### src/rtl/cacheline_adaptor_p_if.sv
// Bundles the cache-side and memory-side buses of the cacheline adaptor.
// The adaptor connects through slave; its environment connects through master.
interface cacheline_adaptor_p_if #(
  parameter int unsigned s_line  = 256,
  parameter int unsigned s_burst = 64
);
  localparam int unsigned aw = 32;

  // cache datapath / control side
  logic [s_line-1:0]  line_i;
  logic [s_line-1:0]  line_o;
  logic [aw-1:0]      address_i;
  logic               read_i;
  logic               write_i;
  logic               resp_o;

  // memory side
  logic [s_burst-1:0] burst_i;
  logic [s_burst-1:0] burst_o;
  logic [aw-1:0]      address_o;
  logic               read_o;
  logic               write_o;
  logic               resp_i;

  modport slave (
    input  line_i, address_i, read_i, write_i, burst_i, resp_i,
    output line_o, resp_o, burst_o, address_o, read_o, write_o
  );

  modport master (
    output line_i, address_i, read_i, write_i, burst_i, resp_i,
    input  line_o, resp_o, burst_o, address_o, read_o, write_o
  );
endinterface

### src/rtl/cacheline_adaptor_p.sv
// Converts single-cycle cacheline fill/writeback requests into fixed-length
// memory bursts of s_line/s_burst beats, sharing one line buffer for both.
module cacheline_adaptor_p #(
  parameter int unsigned s_line  = 256,
  parameter int unsigned s_burst = 64
) (
  input  logic clk,
  input  logic rst,
  cacheline_adaptor_p_if.slave bus
);
  localparam int unsigned aw    = 32;
  localparam int unsigned beats = s_line / s_burst;
  localparam int unsigned cw    = (beats > 1) ? $clog2(beats) : 1;
  localparam int unsigned off_w = $clog2(s_line / 8);
  localparam logic [cw-1:0] last_beat = cw'(beats - 1);

  typedef enum logic [1:0] {
    IDLE     = 2'd0,
    RD_BURST = 2'd1,
    WR_BURST = 2'd2,
    DONE     = 2'd3
  } state_t;

  state_t            state_q, state_d;
  logic [cw-1:0]     cnt_q, cnt_d;
  logic [s_line-1:0] buf_q, buf_d;
  logic [aw-1:0]     addr_q, addr_d;

  // State, beat counter, line buffer and latched address
  always_ff @(posedge clk or negedge rst) begin
    if (!rst) begin
      state_q <= IDLE;
      cnt_q   <= '0;
      buf_q   <= '0;
      addr_q  <= '0;
    end else begin
      state_q <= state_d;
      cnt_q   <= cnt_d;
      buf_q   <= buf_d;
      addr_q  <= addr_d;
    end
  end

  // Next-state: read wins over write in IDLE; beats advance only on resp_i
  always_comb begin
    state_d = state_q;
    cnt_d   = cnt_q;
    buf_d   = buf_q;
    addr_d  = addr_q;
    unique case (state_q)
      IDLE: begin
        if (bus.read_i) begin
          addr_d  = bus.address_i;
          cnt_d   = '0;
          state_d = RD_BURST;
        end else if (bus.write_i) begin
          addr_d  = bus.address_i;
          buf_d   = bus.line_i;
          cnt_d   = '0;
          state_d = WR_BURST;
        end
      end
      RD_BURST: begin
        if (bus.resp_i) begin
          buf_d[int'(cnt_q) * s_burst +: s_burst] = bus.burst_i;
          cnt_d = cnt_q + 1'b1;
          if (cnt_q == last_beat) begin
            cnt_d   = '0;
            state_d = DONE;
          end
        end
      end
      WR_BURST: begin
        if (bus.resp_i) begin
          cnt_d = cnt_q + 1'b1;
          if (cnt_q == last_beat) begin
            cnt_d   = '0;
            state_d = DONE;
          end
        end
      end
      DONE: begin
        state_d = IDLE;
      end
      default: begin
        state_d = IDLE;
      end
    endcase
  end

  // Outputs decode directly from registered state, counter and buffer
  always_comb begin
    bus.burst_o = '0;
    if (state_q == WR_BURST) begin
      bus.burst_o = buf_q[int'(cnt_q) * s_burst +: s_burst];
    end
  end

  assign bus.read_o    = (state_q == RD_BURST);
  assign bus.write_o   = (state_q == WR_BURST);
  assign bus.resp_o    = (state_q == DONE);
  assign bus.line_o    = buf_q;
  assign bus.address_o = {addr_q[aw-1:off_w], off_w'(0)};

endmodule

### src/flat_wrapper.sv
// flat-port wrapper written by rule: the top's interface ports become plain ports
module cacheline_adaptor_p_flat 
#(
  parameter int unsigned s_line  = 256,
  parameter int unsigned s_burst = 64
)
  (clk, rst, bus_line_i, bus_address_i, bus_read_i, bus_write_i, bus_burst_i, bus_resp_i, bus_line_o, bus_resp_o, bus_burst_o, bus_address_o, bus_read_o, bus_write_o);
  cacheline_adaptor_p_if #(.s_line(s_line), .s_burst(s_burst)) bus_i ();
  input  logic clk;
  input  logic rst;
  input wire logic [$bits(bus_i.line_i)-1:0] bus_line_i;
  input wire logic [$bits(bus_i.address_i)-1:0] bus_address_i;
  input wire logic [$bits(bus_i.read_i)-1:0] bus_read_i;
  input wire logic [$bits(bus_i.write_i)-1:0] bus_write_i;
  input wire logic [$bits(bus_i.burst_i)-1:0] bus_burst_i;
  input wire logic [$bits(bus_i.resp_i)-1:0] bus_resp_i;
  output wire logic [$bits(bus_i.line_o)-1:0] bus_line_o;
  output wire logic [$bits(bus_i.resp_o)-1:0] bus_resp_o;
  output wire logic [$bits(bus_i.burst_o)-1:0] bus_burst_o;
  output wire logic [$bits(bus_i.address_o)-1:0] bus_address_o;
  output wire logic [$bits(bus_i.read_o)-1:0] bus_read_o;
  output wire logic [$bits(bus_i.write_o)-1:0] bus_write_o;
  assign bus_i.line_i = bus_line_i;
  assign bus_i.address_i = bus_address_i;
  assign bus_i.read_i = bus_read_i;
  assign bus_i.write_i = bus_write_i;
  assign bus_i.burst_i = bus_burst_i;
  assign bus_i.resp_i = bus_resp_i;
  assign bus_line_o = bus_i.line_o;
  assign bus_resp_o = bus_i.resp_o;
  assign bus_burst_o = bus_i.burst_o;
  assign bus_address_o = bus_i.address_o;
  assign bus_read_o = bus_i.read_o;
  assign bus_write_o = bus_i.write_o;
  cacheline_adaptor_p #(.s_line(s_line), .s_burst(s_burst)) u_core (.clk(clk), .rst(rst), .bus(bus_i));
endmodule
### config.mk
export PLATFORM = sky130hd
export DESIGN_NAME = cacheline_adaptor_p_flat
export DESIGN_NICKNAME = d
export VERILOG_FILES = /design/src/rtl/cacheline_adaptor_p_if.sv /design/src/rtl/cacheline_adaptor_p.sv /design/src/flat_wrapper.sv
export SDC_FILE = /design/constraint.sdc
export NUM_CORES = 1
export LEC_CHECK = 0
export CORE_AREA = 8 8 273 275
export DETAILED_ROUTE_END_ITERATION = 10
export DIE_AREA = 0 0 281 283
export PLACE_DENSITY = 0.57
export SYNTH_ARGS = -nofsm -noshare
export SYNTH_HDL_FRONTEND = slang
export SYNTH_SLANG_ARGS = --single-unit
### constraint.sdc
create_clock -name clk -period 3.3 [get_ports clk]
set_input_delay 0.66 -clock clk [delete_from_list [all_inputs] [get_ports clk]]
set_output_delay 0.66 -clock clk [all_outputs]
set_load 0.02 [all_outputs]
### Word level (Yosys, flattened, before mapping)

Cells that the tools add are included.

| storage, ports and cells | value |
|---|---|
| bits in registers | 292 |
| output and inout bits | 355 |

| cells by class | value |
|---|---|
| $add $sub $neg | 2 |
| equal/unequal tests | 10 |
| shifts and indexed selects | 3 |
| mux-type cells | 18 |
| reduce and logical (&&, ||, !) cells | 9 |

Operator list:

| cell | number |
|---|---|
| 256-bit 2-to-1 mux | 3 |
| 256-bit one-hot mux with 2 select lines | 1 |
| 256-bit bitwise mux | 1 |
| 64-bit by 34-bit variable shift with 256-bit output, first input constant | 1 |
| 256-bit by 9-bit indexed part select with 64-bit output | 1 |
| 64-bit by 34-bit indexed part select with 256-bit output | 1 |
| 32-bit 2-to-1 mux | 2 |
| 64-bit 2-to-1 mux | 1 |
| 8-bit negator with 34-bit output | 1 |
| 2-bit 2-to-1 mux | 8 |
| 2-bit == test, second input constant | 3 |
| 2-bit != test, second input constant | 3 |
| 2-bit one-hot mux with 3 select lines | 1 |
| 3-bit AND reduction | 2 |
| 2-bit nonzero test | 3 |
| 2-bit by 1-bit != test with 1-bit output, second input constant | 2 |
| 2-bit one-hot mux with 2 select lines | 1 |
| 4-bit AND reduction | 1 |
| 3-bit != test, second input constant | 1 |
| 2-bit by 1-bit adder with 2-bit output, second input constant | 1 |
| 2-bit by 1-bit == test with 1-bit output, second input constant | 1 |
| 2-bit logical NOT | 1 |
| 2-bit AND reduction | 1 |
| 2-bit OR reduction | 1 |

### Logic depth before layout (Yosys ltp)

Gate-level depths: netlist of the first run.

| depth | value |
|---|---|
| depth after elaboration | 5 |
| depth in mapped cells | 9 |

### Worst setup path after synthesis of the first run

OpenSTA, ideal clock, no wires.

| path | value |
|---|---|
| path type | register -> register |
| start | reg u_core.cnt_q[1] |
| end | reg u_core.buf_q[100], in the netlist u_core.bus.line_o[100] |
| setup time | 0.125 ns |
| arrival time | 2.403 ns |
| slack | 0.772 ns |
| cell stages (with the launch flop) | 10 |
| path buffers | 4 |
| clock period less this slack | 2.528 ns |
| path through | dfrtp_1 > buf_2 > buf_1 > inv_1 > ha_1 > and2_1 > buf_2 > clkbuf_1 > a32o_1 > mux2_2 |

| between the ends | value |
|---|---|
| longest elaborated chain between the ends | 5 |
| elaborated cells between the ends (all ways) | 6 |
| those cells by class | add/sub: 1; shift: 2; mux: 3 |

Ends and longest elaborated chain:

| what | RTL line | text |
|---|---|---|
| from (decl) | cacheline_adaptor_p.sv:25 | `logic [cw-1:0] cnt_q, cnt_d;` |
| from (signal assigned) | cacheline_adaptor_p.sv:38 | `cnt_q <= cnt_d;` |
| 8-bit negator with 34-bit output * | cacheline_adaptor_p.sv:65 | `buf_d[int'(cnt_q) * s_burst +: s_burst] = bus.burst_i;` |
| 64-bit by 34-bit indexed part select with 256-bit output or 64-bit by 34-bit variable shift with 256-bit output (tied branches) | cacheline_adaptor_p.sv:65 |  |
| 256-bit bitwise mux * | cacheline_adaptor_p.sv:65 |  |
| 256-bit 2-to-1 mux * | cacheline_adaptor_p.sv:64 | `if (bus.resp_i) begin` |
| 256-bit one-hot mux with 2 select lines * | cacheline_adaptor_p.sv:50 | `unique case (state_q)` |
| to (signal assigned) | cacheline_adaptor_p.sv:39 | `buf_q <= buf_d;` |
| to (decl) | cacheline_adaptor_p.sv:26 | `logic [s_line-1:0] buf_q, buf_d;` |

Mark *: on every way between the ends. The rest lies on a longest branch, timed or not. The select of a mux whose other input is x is not followed.
A chain may end at the register's enable or synchronous reset.

### Worst setup path after layout of the first run

| path | value |
|---|---|
| start | reg u_core.cnt_q[0] |
| end | out bus_burst_o[63] |

| between the ends | value |
|---|---|
| longest elaborated chain between the ends | 2 |

Ends and longest elaborated chain:

| what | RTL line | text |
|---|---|---|
| 256-bit by 9-bit indexed part select with 64-bit output | cacheline_adaptor_p.sv:95 | `bus.burst_o = buf_q[int'(cnt_q) * s_burst +: s_burst];` |
| 64-bit 2-to-1 mux | cacheline_adaptor_p.sv:94 | `if (state_q == WR_BURST) begin` |
| to (decl) | flat_wrapper.sv:19 | `output wire logic [$bits(bus_i.burst_o)-1:0] bus_burst_o;` |

Every way passes these cells.

==> results of run 1 <==
==> metal layers <==
layer | GRT usage (%) | vias to the layer above | part of all wire [%] | routed length [um]
li1 | - | 6585 | - | -
met1 | 22.7 | 7946 | 38 | 31300
met2 | 34.8 | 743 | 51 | 42000
met3 | 5.60 | 150 | 8.0 | 6680
met4 | 7.91 | 2 | 3.6 | 3000
met5 | 0 | - | 0.011 | 9
==> stage by stage <==
stage                     instance area, um^2  setup slack, ps  hold WS [ps]
after CTS                               26400            -10.8          90.1
final                                   26600              102          96.1
after detailed placement                25000              374           492
after floorplan                         16900              772           364
after global routing                    26600             3.68           120
after global placement                  25000              398           487
==> registers in the layout (all words and copies together) (netlist names) <==
| register | flops |
|---|---|
| u_core.bus.line_o | 256 |
| u_core.addr_q | 27 |
| u_core.cnt_q | 2 |
| u_core.state_q | 2 |
==> worst max-delay path by stage <==
| stage | from | end | slack [ps] | cells past startpoint |
|---|---|---|---|---|
| finish | u_core.cnt_q[0] | bus_burst_o[63] | 100 | 4 |
| global route | u_core.cnt_q[0] | bus_burst_o[63] | 4 | 4 |
| CTS | u_core.cnt_q[0] | bus_burst_o[57] | -10 | 4 |
| detailed placement | u_core.cnt_q[0] | bus_burst_o[23] | 370 | 4 |
| global placement | u_core.cnt_q[0] | bus_burst_o[23] | 400 | 4 |
| floorplan | u_core.cnt_q[1] | u_core.bus.line_o[100] | 770 | 9 |
==> cell usage in the layout, fill, tap and decap left out, types with 6 or more instances in the layout <==
cell type        Yosys  final
nand2_1             67     67
mux2_1              51     51
mux2_2             228    228
inv_1               73     73
buf_12               0     25
a32o_1             124    124
clkdlybuf4s50_1      0    650
mux2i_1              6      6
nand4b_1            66     66
o2bb2ai_1           66     66
o32ai_1             63     63
mux4_2              64     64
and2_1              65     64
clkinv_2             0      7
dlygate4sd2_1        0     50
diode_2              0     11
clkbuf_8             0     11
dfrtp_1            287    285
clkbuf_16            0     41
buf_4               25     38
==> power by group through the flow <==
stage | registers [mW] | clock network [mW] | logic [mW]
3_5_place_dp | 6.90 | 0 | 17.8
5_1_grt | 7.06 | 4.83 | 18.7
3_3_place_gp | 6.81 | 0 | 17.6
4_1_cts | 6.85 | 4.71 | 17.9
2_1_floorplan | 8.31 | 0 | 8.19
6_report | 6.87 | 4.57 | 17.8
==> cell families (layout without fill, tap and decap cells) <==
| kind of cell | count (synthesis) | in the layout |
|---|---|---|
| AOI/OAI and AO/OA | 267 | 267 |
| adders and majority gates | 9 | 9 |
| buffers and inverters | 235 | 908 |
| DFF | 287 | 287 |
| muxes | 349 | 349 |
| other | 1 | 16 |
| and+or+nand+nor | 210 | 210 |
==> layout make-up <==
cell class	count	area share, %
antenna	11	0.104
clock buffer	54	4.46
clock inverter	13	0.729
inverter	74	1.06
multi-input combinational	840	32.7
sequential	287	27.0
tap	950	4.47
timing repair buffer	767	29.4
==> repair_timing <==
action | CTS | global route
pin swaps | 0 | 1
setup buffers | 2 | 15
resized for setup | 55 | 2
cloned | 1 | 0
endpoints found under the setup margin | 64 | 11
==> summary.txt, run 1 <==
Status
  • Outcome: complete, no violations

Global routing
  • Total global routing overflow: 0
  • Global-route wire length before repair: 120000 um
  • Overall Global Routing Usage: 19.9%
  • Vias in the first global route: 16.7k
  • Initial antenna violation count: 11
  • Largest net degree at the start of global routing: 127

Clock network
  • Num CTS Buffers: 39
  • Worst-Skew Late Latency: 540 ps
  • CTS Buffer Depth: 3
  • TritonCTS clock tree: done
  • CTS clock-pin slew for the worst setup and hold paths: 60 ps
  • Cts hold-fix bufs: 0
  • H-tree depth: 2
  • Clock sinks: 287
  • Root buf cell: clkbuf_16

Pwr
  • Peak VDD IR: 767 uV
  • Sw Share: 42.9%
  • Internal cell power: 16.7 mW
  • Net switching power figure: 12.5 mW
  • Clk pwr share: 15.6%
  • Cell area power density: 1100 mW/mm^2
  • Flop pwr share: 23.5%
  • Leakage: 10.5 nW
  • Design Power: 29.3 mW
  • Logic gate share of total power: 60.9%

Synthesis
  • Synthesized flop and latch total: 287
  • Ys flop type: dfrtp_1
  • Most numerous cell in the Yosys netlist: dfrtp_1
  • Post-synthesis sequential area ratio: 42.6%
  • Complex-gate fraction of the synthesized area: 14.9%
  • Largest family of logic cells by synthesized area: multiplexers
  • Synthesized-area fraction occupied by adder cells: 0.668%
  • Post-Synth XOR/XNOR Area: 0%
  • Number of synthesized flops with an enable pin: 0
  • Synth cell types: 35
  • Area share of the largest cell type after synthesis: 42.6%
  • Multiplexer share of the synthesized area: 27.5%
  • Leading area contributor after synthesis: dfrtp_1
  • Synth top area cells: dfrtp_1, mux2_2, mux4_2
  • Mean Syn Cell Area: 12.4 um^2
  • Synth Instances: 1358
  • Async set-reset flop share out of synthesis: 100%
  • Yosys warning count: 0
  • Syn Std Cell Area: 0.0169 mm^2
  • Simple-gate area share of the yosys netlist: 7.79%
  • Synth top cells by count: dfrtp_1, mux2_2, a32o_1

Cells and area
  • Area Overhead vs Synth: 57.7%
  • Non-Filler Instances: 2996
  • Ratio of cells with drive above 1 in the final layout: 21.8%
  • Layout Nets: 2375
  • Multi-input logic area: 0.00869 mm^2
  • Final core occ: 37.7%
  • # fillers: 6763
  • FF+latch area: 0.00719 mm^2

Detailed routing
  • WL final: 83000 um
  • Initial DRC Count: 1079
  • Post-route ant nets: 0
  • DRC Markers: 0
  • Drt wl/cell: 27.7 um
  • Vias/cell: 5.15
  • Vias: 15.4k
  • First drt pass iteration count: 5

Floorplan
  • Total core area: 0.0705 mm^2
  • Die Wd: 281 um
  • Ports: 712
  • DIE HEIGHT: 283 um
  • Die ar.: 0.0795 mm^2
  • Initial Utilization: 23.9%
  • Row cnt: 98

Critical path
  • Top delay family on crit path: buffers and inverters
  • CP Class: flop to output pin
  • Max stage delay on crit path: 560 ps
  • Critical-path cell list: buf_4 > mux4_2 > and2_1 > clkdlybuf4s50_1
  • CP startpoint kind: flop
  • CP endpoint kind: output pin
  • Required time worst endpoint: 2640 ps
  • Worst-path maximum fanout: 5
  • FF-to-FF setup slack: 550 ps
  • Worst r2r dst: u_core.bus.line_o[165]
  • Worst path slowest cell: clkdlybuf4s50_1
  • Reg2reg start: u_core.cnt_q[0]
  • WP data arrival: 2540 ps
  • Reg2Reg Depth: 7
  • Buffers and inverters on the worst path: 2

STA
  • Worst-Margin Slew: 1010 ps
  • Fin. max-slew vios: 0
  • Max-slew headroom: 32.7%
  • Fin Clk Skew: 15.9 ps
  • Min Tclk post-route: 3200 ps
  • RSZ-0062 raised after global routing: false
  • Setup TNS: 0 ps
  • Fin crit share: 96.9%
  • Final Hold Vio Count: 0
  • Setup violations, final: 0
  • Fmax: 313 MHz

Job
  • Max Cap Viol: 0

Place
  • Placed Cells: 2900
  • RD Place Congestion: 0.834
  • PortBufs: 701
  • DP HPWL: 57500 um

Min path
  • Worst min-delay path category: input port to asynchronous set/reset pin
Note: power is estimated with default switching activity, not from simulation.
==> inputs of run 2 (changes only) <==
Settings changed: PLACE_DENSITY 0.57 to 0.59, SETUP_SLACK_MARGIN set to 0.4.
Clock period 3.3 ns to 2.77 ns, I/O delays scaled along.
==> run 2 against run 1 <==
Via count rose by 11%. Power rose by 51%. Largest power group unchanged. The run now ends with negative setup slack left. Die area did not move. Clock skew rose by 8.5 ps.
==> summary.txt, run 2 (same netlist as run 1, synthesis figures left out) <==
Floorplan
  • DIE HEIGHT: 283 um (unchanged)
  • Total core area: 0.0705 mm^2 (unchanged)
  • Initial Utilization: 23.9% (unchanged)
  • Die Wd: 281 um (unchanged)
  • Die ar.: 0.0795 mm^2 (unchanged)
  • Row cnt: 98 (unchanged)
  • Ports: 712 (unchanged)

Clock network
  • H-tree depth: 2 (unchanged)
  • TritonCTS clock tree: done
  • CTS Buffer Depth: 3 (unchanged)
  • Worst-Skew Late Latency: 550 ps (about the same)
  • Root buf cell: clkbuf_16
  • Cts hold-fix bufs: 0 (unchanged)
  • Clock sinks: 287 (unchanged)
  • CTS clock-pin slew for the worst setup and hold paths: 60 ps (about the same)
  • Num CTS Buffers: 37 (-5.1%)

STA
  • Fmax: 351 MHz
  • Min Tclk post-route: 2850 ps
  • Setup TNS: -793 ps (-793 ps)
  • Worst-Margin Slew: 890 ps (-118 ps)
  • Fin crit share: 103%
  • Max-slew headroom: 40.6% (+7.9 points)
  • RSZ-0062 raised after global routing: true
  • Final worst slack: -77.6 ps (-180 ps)
  • Fin. max-slew vios: 0 (unchanged)
  • Final Hold Vio Count: 0 (unchanged)
  • Fin Clk Skew: 24.4 ps (+8.46 ps)
  • Hold WS: 11.3 ps (-84.8 ps)
  • Setup violations, final: 39 (+39)

Critical path
  • Worst-path maximum fanout: 6 (+1)
  • CP Class: flop to output pin
  • Required time worst endpoint: 2220 ps (-420 ps)
  • CP endpoint kind: output pin
  • CP startpoint kind: flop
  • Worst path slowest cell: dfrtp_4
  • WP data arrival: 2290 ps (-250 ps)
  • Most frequent CP cell: buf_12
  • Critical-path cell list: buf_12 > buf_12 > buf_16 > mux4_2 > and2_4 > buf_12
  • Max stage delay on crit path: 520 ps (-40 ps)

Cells and area
  • Final core occ: 44.9% (+7.2 points)
  • Area Overhead vs Synth: 87.7%
  • # fillers: 6311 (-6.7%)
  • Most frequent cells in the layout: clkdlybuf4s50_1, dfrtp_1, mux2_4
  • Layout Nets: 2553 (+7.5%)
  • Ratio of cells with drive above 1 in the final layout: 38.8% (+17 points)
  • Largest register FFs: 256 (unchanged)
  • Most common cell after layout, fill and taps aside: clkdlybuf4s50_1
  • Multi-input logic area: 0.0104 mm^2 (+19%)
  • FF+latch area: 0.00719 mm^2 (unchanged)

Pwr
  • Cell area power density: 1400 mW/mm^2 (+27%)
  • Design Power: 44.3 mW (+51%)
  • Leakage: 12.9 nW (+22%)
  • Peak VDD IR: 1020 uV (+33%)

Global routing
  • Global-route wire length before repair: 137000 um (+14%)
  • Total global routing overflow: 0 (unchanged)
  • Largest net degree at the start of global routing: 126 (-0.79%)
  • Initial antenna violation count: 9 (-2)
  • Overall Global Routing Usage: 23.5% (+3.6 points)
  • Vias in the first global route: 17.8k (+6.4%)

Min path
  • Worst min-delay path category: input port to asynchronous set/reset pin

Place
  • DP HPWL: 59100 um (+2.8%)
  • PortBufs: 701 (unchanged)
  • RD Place Congestion: 0.855 (+2.6%)

Job
  • Max Cap Viol: 0 (unchanged)

Detailed routing
  • First drt pass iteration count: 5 (unchanged)
  • Vias/cell: 5.40 (+4.9%)
  • Drt wl/cell: 33.4 um (+21%)
  • WL final: 106000 um (+27%)
  • DRC Markers: 0 (unchanged)
  • Post-route ant nets: 0 (unchanged)
  • Vias: 17.1k (+11%)
  • Initial DRC Count: 1552 (+44%)

Status
  • Outcome: complete, but fails checks
  • Failing checks: negative setup slack
run 2: final timing paths:
check,slack (ps),start,cells after the start,to
max in group asynchronous,1870,rst,3,u_core.bus.line_o[153]
setup reg to reg,30,u_core.cnt_q[0],13,u_core.bus.line_o[87]
hold / removal,10,rst,1,u_core.bus.line_o[40]
hold reg to reg,510,u_core.addr_q[31],1,u_core.addr_q[31]
setup / recovery,-80,u_core.cnt_q[0],6,bus_burst_o[2]
min in group clk,510,u_core.addr_q[31],1,u_core.addr_q[31]
run 2: cell type report:
type / instances / area share, %
repair buffers: 945 / 36.3
multi-input cells: 842 / 32.7
flip-flops and latches: 287 / 22.7
well taps: 950 / 3.76
clock buffers: 57 / 3.45
inverters: 74 / 0.933
clock inverters: 5 / 0.111
diodes: 4 / 0.0316
run 2: power breakdown:
| part | internal [mW] | switching (mW) |
|---|---|---|
| sequential | 6.29 | 2.00 |
| combinational | 16.6 | 14.8 |
| clock | 2.70 | 1.97 |
| total | 25.6 | 18.7 |
run 2: metrics by stage:
step,cells,cell area (um^2),setup slack [ps]
detailed placement,2915,25300,-89.8
CTS,3091,28900,-134
finish,3164,31700,-77.6
floorplan,1362,16900,404
global route,3163,31600,-148
global placement,2915,25300,-88.8
run 2: critical path: cells and delay by family (launching register included):
kind                   cells  cell delay (ps)
buffers and inverters      4              570
flip-flops                 1              520
multiplexers               1              410
AND/OR/NAND/NOR            1              210
run 2: layer usage:
metal / routed length, um / global-route usage, %
met2: 52600 / 41.7
met3: 8950 / 5.79
met4: 4910 / 8.40
met5: 41 / 0
met1: 39200 / 27.1
run 2: what timing repair did:
| item | in CTS | in global routing |
|---|---|---|
| setup endpoints to repair | 323 | 322 |
| buffers inserted | 74 | 33 |
| pin swaps | 39 | 77 |
| gates resized for setup | 572 | 347 |
| cloned | 40 | 36 |
==> inputs of run 3 (changes only) <==
Settings changed: MAX_ROUTING_LAYER set to met4.
==> run 3 against run 2 <==
Critical path type unchanged. Fmax is 0.15% lower. Clock power hardly changed. Final area is 0.11% higher. Highest routed layer is now met4. The flow still finishes with violations (negative setup slack).
==> summary.txt, run 3 (same netlist as run 1, synthesis figures left out) <==
Clock network
  • Cts hold-fix bufs: 0 (unchanged)
  • Num CTS Buffers: 37 (unchanged)
  • Clock sinks: 287 (unchanged)
  • H-tree depth: 2 (unchanged)
  • CTS Buffer Depth: 3 (unchanged)
  • CTS clock-pin slew for the worst setup and hold paths: 70 ps (about the same)
  • TritonCTS clock tree: done
  • Worst-Skew Late Latency: 560 ps (about the same)
  • Root buf cell: clkbuf_16

STA
  • Final Hold Vio Count: 0 (unchanged)
  • Worst-Margin Slew: 893 ps (+2.38 ps)
  • Fin Clk Skew: 28.9 ps (+4.50 ps)
  • Fmax: 351 MHz (-0.15%)
  • Min Tclk post-route: 2850 ps (+4.16 ps)
  • RSZ-0062 raised after global routing: true
  • Setup TNS: -1060 ps (-267 ps)
  • Fin. max-slew vios: 0 (unchanged)
  • Max-slew headroom: 40.5% (-0.16 points)
  • Setup violations, final: 44 (+13%)
  • Final worst slack: -81.7 ps (-4.16 ps)
  • Fin crit share: 103% (+0.15 points)

Cells and area
  • Largest register FFs: 256 (unchanged)
  • Layout Nets: 2558 (+0.20%)
  • Most common cell after layout, fill and taps aside: clkdlybuf4s50_1
  • Ratio of cells with drive above 1 in the final layout: 38.5% (-0.31 points)
  • Most frequent cells in the layout: clkdlybuf4s50_1, dfrtp_1, mux2_4
  • Non-Filler Instances: 3173 (+0.28%)
  • Final core occ: 44.9% (+0.048 points)
  • # fillers: 6303 (-0.13%)
  • Area Overhead vs Synth: 87.9%

Pwr
  • Leakage: 12.9 nW (+0.38%)
  • Peak VDD IR: 1010 uV (-0.59%)
  • Clk pwr share: 10.5% (about the same)
  • Logic gate share of total power: 70.9% (about the same)
  • Cell area power density: 1410 mW/mm^2 (+0.55%)
  • Net switching power figure: 18.9 mW (+0.97%)
  • Flop pwr share: 18.5% (-0.2 points)
  • Sw Share: 42.4% (+0.13 points)
  • Internal cell power: 25.7 mW (+0.43%)

Critical path
  • Reg2reg start: u_core.cnt_q[0]
  • CP endpoint kind: output pin
  • Worst-path maximum fanout: 6 (unchanged)
  • Required time worst endpoint: 2220 ps (about the same)
  • WP data arrival: 2300 ps (about the same)
  • CP startpoint kind: flop
  • CP Launch Point: u_core.cnt_q[0]
  • CP Class: flop to output pin

Place
  • PortBufs: 701 (unchanged)
  • RD Place Congestion: 0.869 (+1.6%)
  • DP HPWL: 59100 um (unchanged)
  • Placed Cells: 2915 (unchanged)

Status
  • Outcome: complete, but fails checks
  • Failing checks: negative setup slack

Detailed routing
  • DRC Markers: 0 (unchanged)
  • Initial DRC Count: 1550 (-0.13%)
  • Vias/cell: 5.39 (-0.24%)
  • Post-route ant nets: 0 (unchanged)
  • First drt pass iteration count: 6 (+1)
  • WL final: 107000 um (+1.5%)
  • Drt wl/cell: 33.8 um (+1.2%)
  • Vias: 17.1k (+0.041%)

Global routing
  • GRT met3 Usage: 5.46% (-0.33 points)
  • Largest net degree at the start of global routing: 126 (unchanged)
  • Total global routing overflow: 0 (unchanged)
  • M1 GR Usage: 27.2% (+0.19 points)
  • Grt peak-use layer: met2
  • Vias in the first global route: 17.8k (+0.18%)
  • Overall Global Routing Usage: 24.1% (+0.69 points)
  • Met2 Usage GRT: 41.9% (+0.26 points)
  • Initial antenna violation count: 11 (+2)
  • Global-route wire length before repair: 137000 um (-0.12%)

Floorplan
  • Total core area: 0.0705 mm^2 (unchanged)
  • Ports: 712 (unchanged)
  • Die Wd: 281 um (unchanged)
  • Row cnt: 98 (unchanged)
  • DIE HEIGHT: 283 um (unchanged)
  • Die ar.: 0.0795 mm^2 (unchanged)
  • Initial Utilization: 23.9% (unchanged)

Min path
  • Worst min-delay path category: input port to asynchronous set/reset pin

Job
  • Max Cap Viol: 0 (unchanged)
## run 3: final timing paths
kind                                          end  slack (ps)  cells after the start
max                                bus_burst_o[2]         -80                      6
min                         u_core.bus.line_o[40]           5                      1
max reg2reg                 u_core.bus.line_o[87]          20                     13
min reg2reg                     u_core.addr_q[31]         510                      1
max in group asynchronous  u_core.bus.line_o[153]        1880                      3
min in group clk                u_core.addr_q[31]         510                      1
## run 3: cell type report
type,instances,area (um^2),share of cell area (%)
well taps,950,1190,3.75
repair buffers,950,11600,36.6
diodes,8,20.0,0.0632
multi-input cells,842,10300,32.4
clock inverters,5,35.0,0.111
inverters,74,295,0.932
flip-flops and latches,287,7190,22.7
clock buffers,57,1090,3.44
## run 3: worst max-delay path, cell delays in order, from the launching register on
cell     delay (ps)
dfrtp_4         520
buf_12          150
buf_12          130
buf_16          150
mux4_2          410
and2_4          210
buf_12          140
## run 3: through the flow
stage / worst slack, ps / hold WS [ps] / total power, mW / instance area, um^2
after floorplan: 404 / 258 / 19.7 / 16900
after global placement: -88.8 / 490 / 29.5 / 25300
after detailed placement: -89.8 / 494 / 29.7 / 25300
after CTS: -134 / 4.55 / 39.3 / 28900
after global routing: -147 / 30.9 / 46.1 / 31700
final: -81.7 / 4.65 / 44.6 / 31700
## run 3: metal layers
| metal | vias up | share of wire [%] |
|---|---|---|
| li1 | 6974 | - |
| met1 | 8821 | 38 |
| met2 | 1034 | 50 |
| met3 | 275 | 8.0 |
| met4 | 0 | 4.5 |
| met5 | - | 0 |
## run 3: power by group through the flow
stage | clock, mW | sequential [mW] | combinational [mW]
after global placement | 0 | 8.06 | 21.4
after floorplan | 0 | 9.90 | 9.75
after global routing | 4.93 | 8.45 | 32.7
after CTS | 4.78 | 8.14 | 26.4
after detailed placement | 0 | 8.16 | 21.6
final | 4.69 | 8.27 | 31.6
## run 3: timing repair
| item | in CTS | in global routing |
|---|---|---|
| gates resized for setup | 572 | 344 |
| setup buffers | 74 | 37 |
| setup endpoints to repair | 323 | 322 |
| cloned | 40 | 37 |
| pin swaps | 39 | 64 |
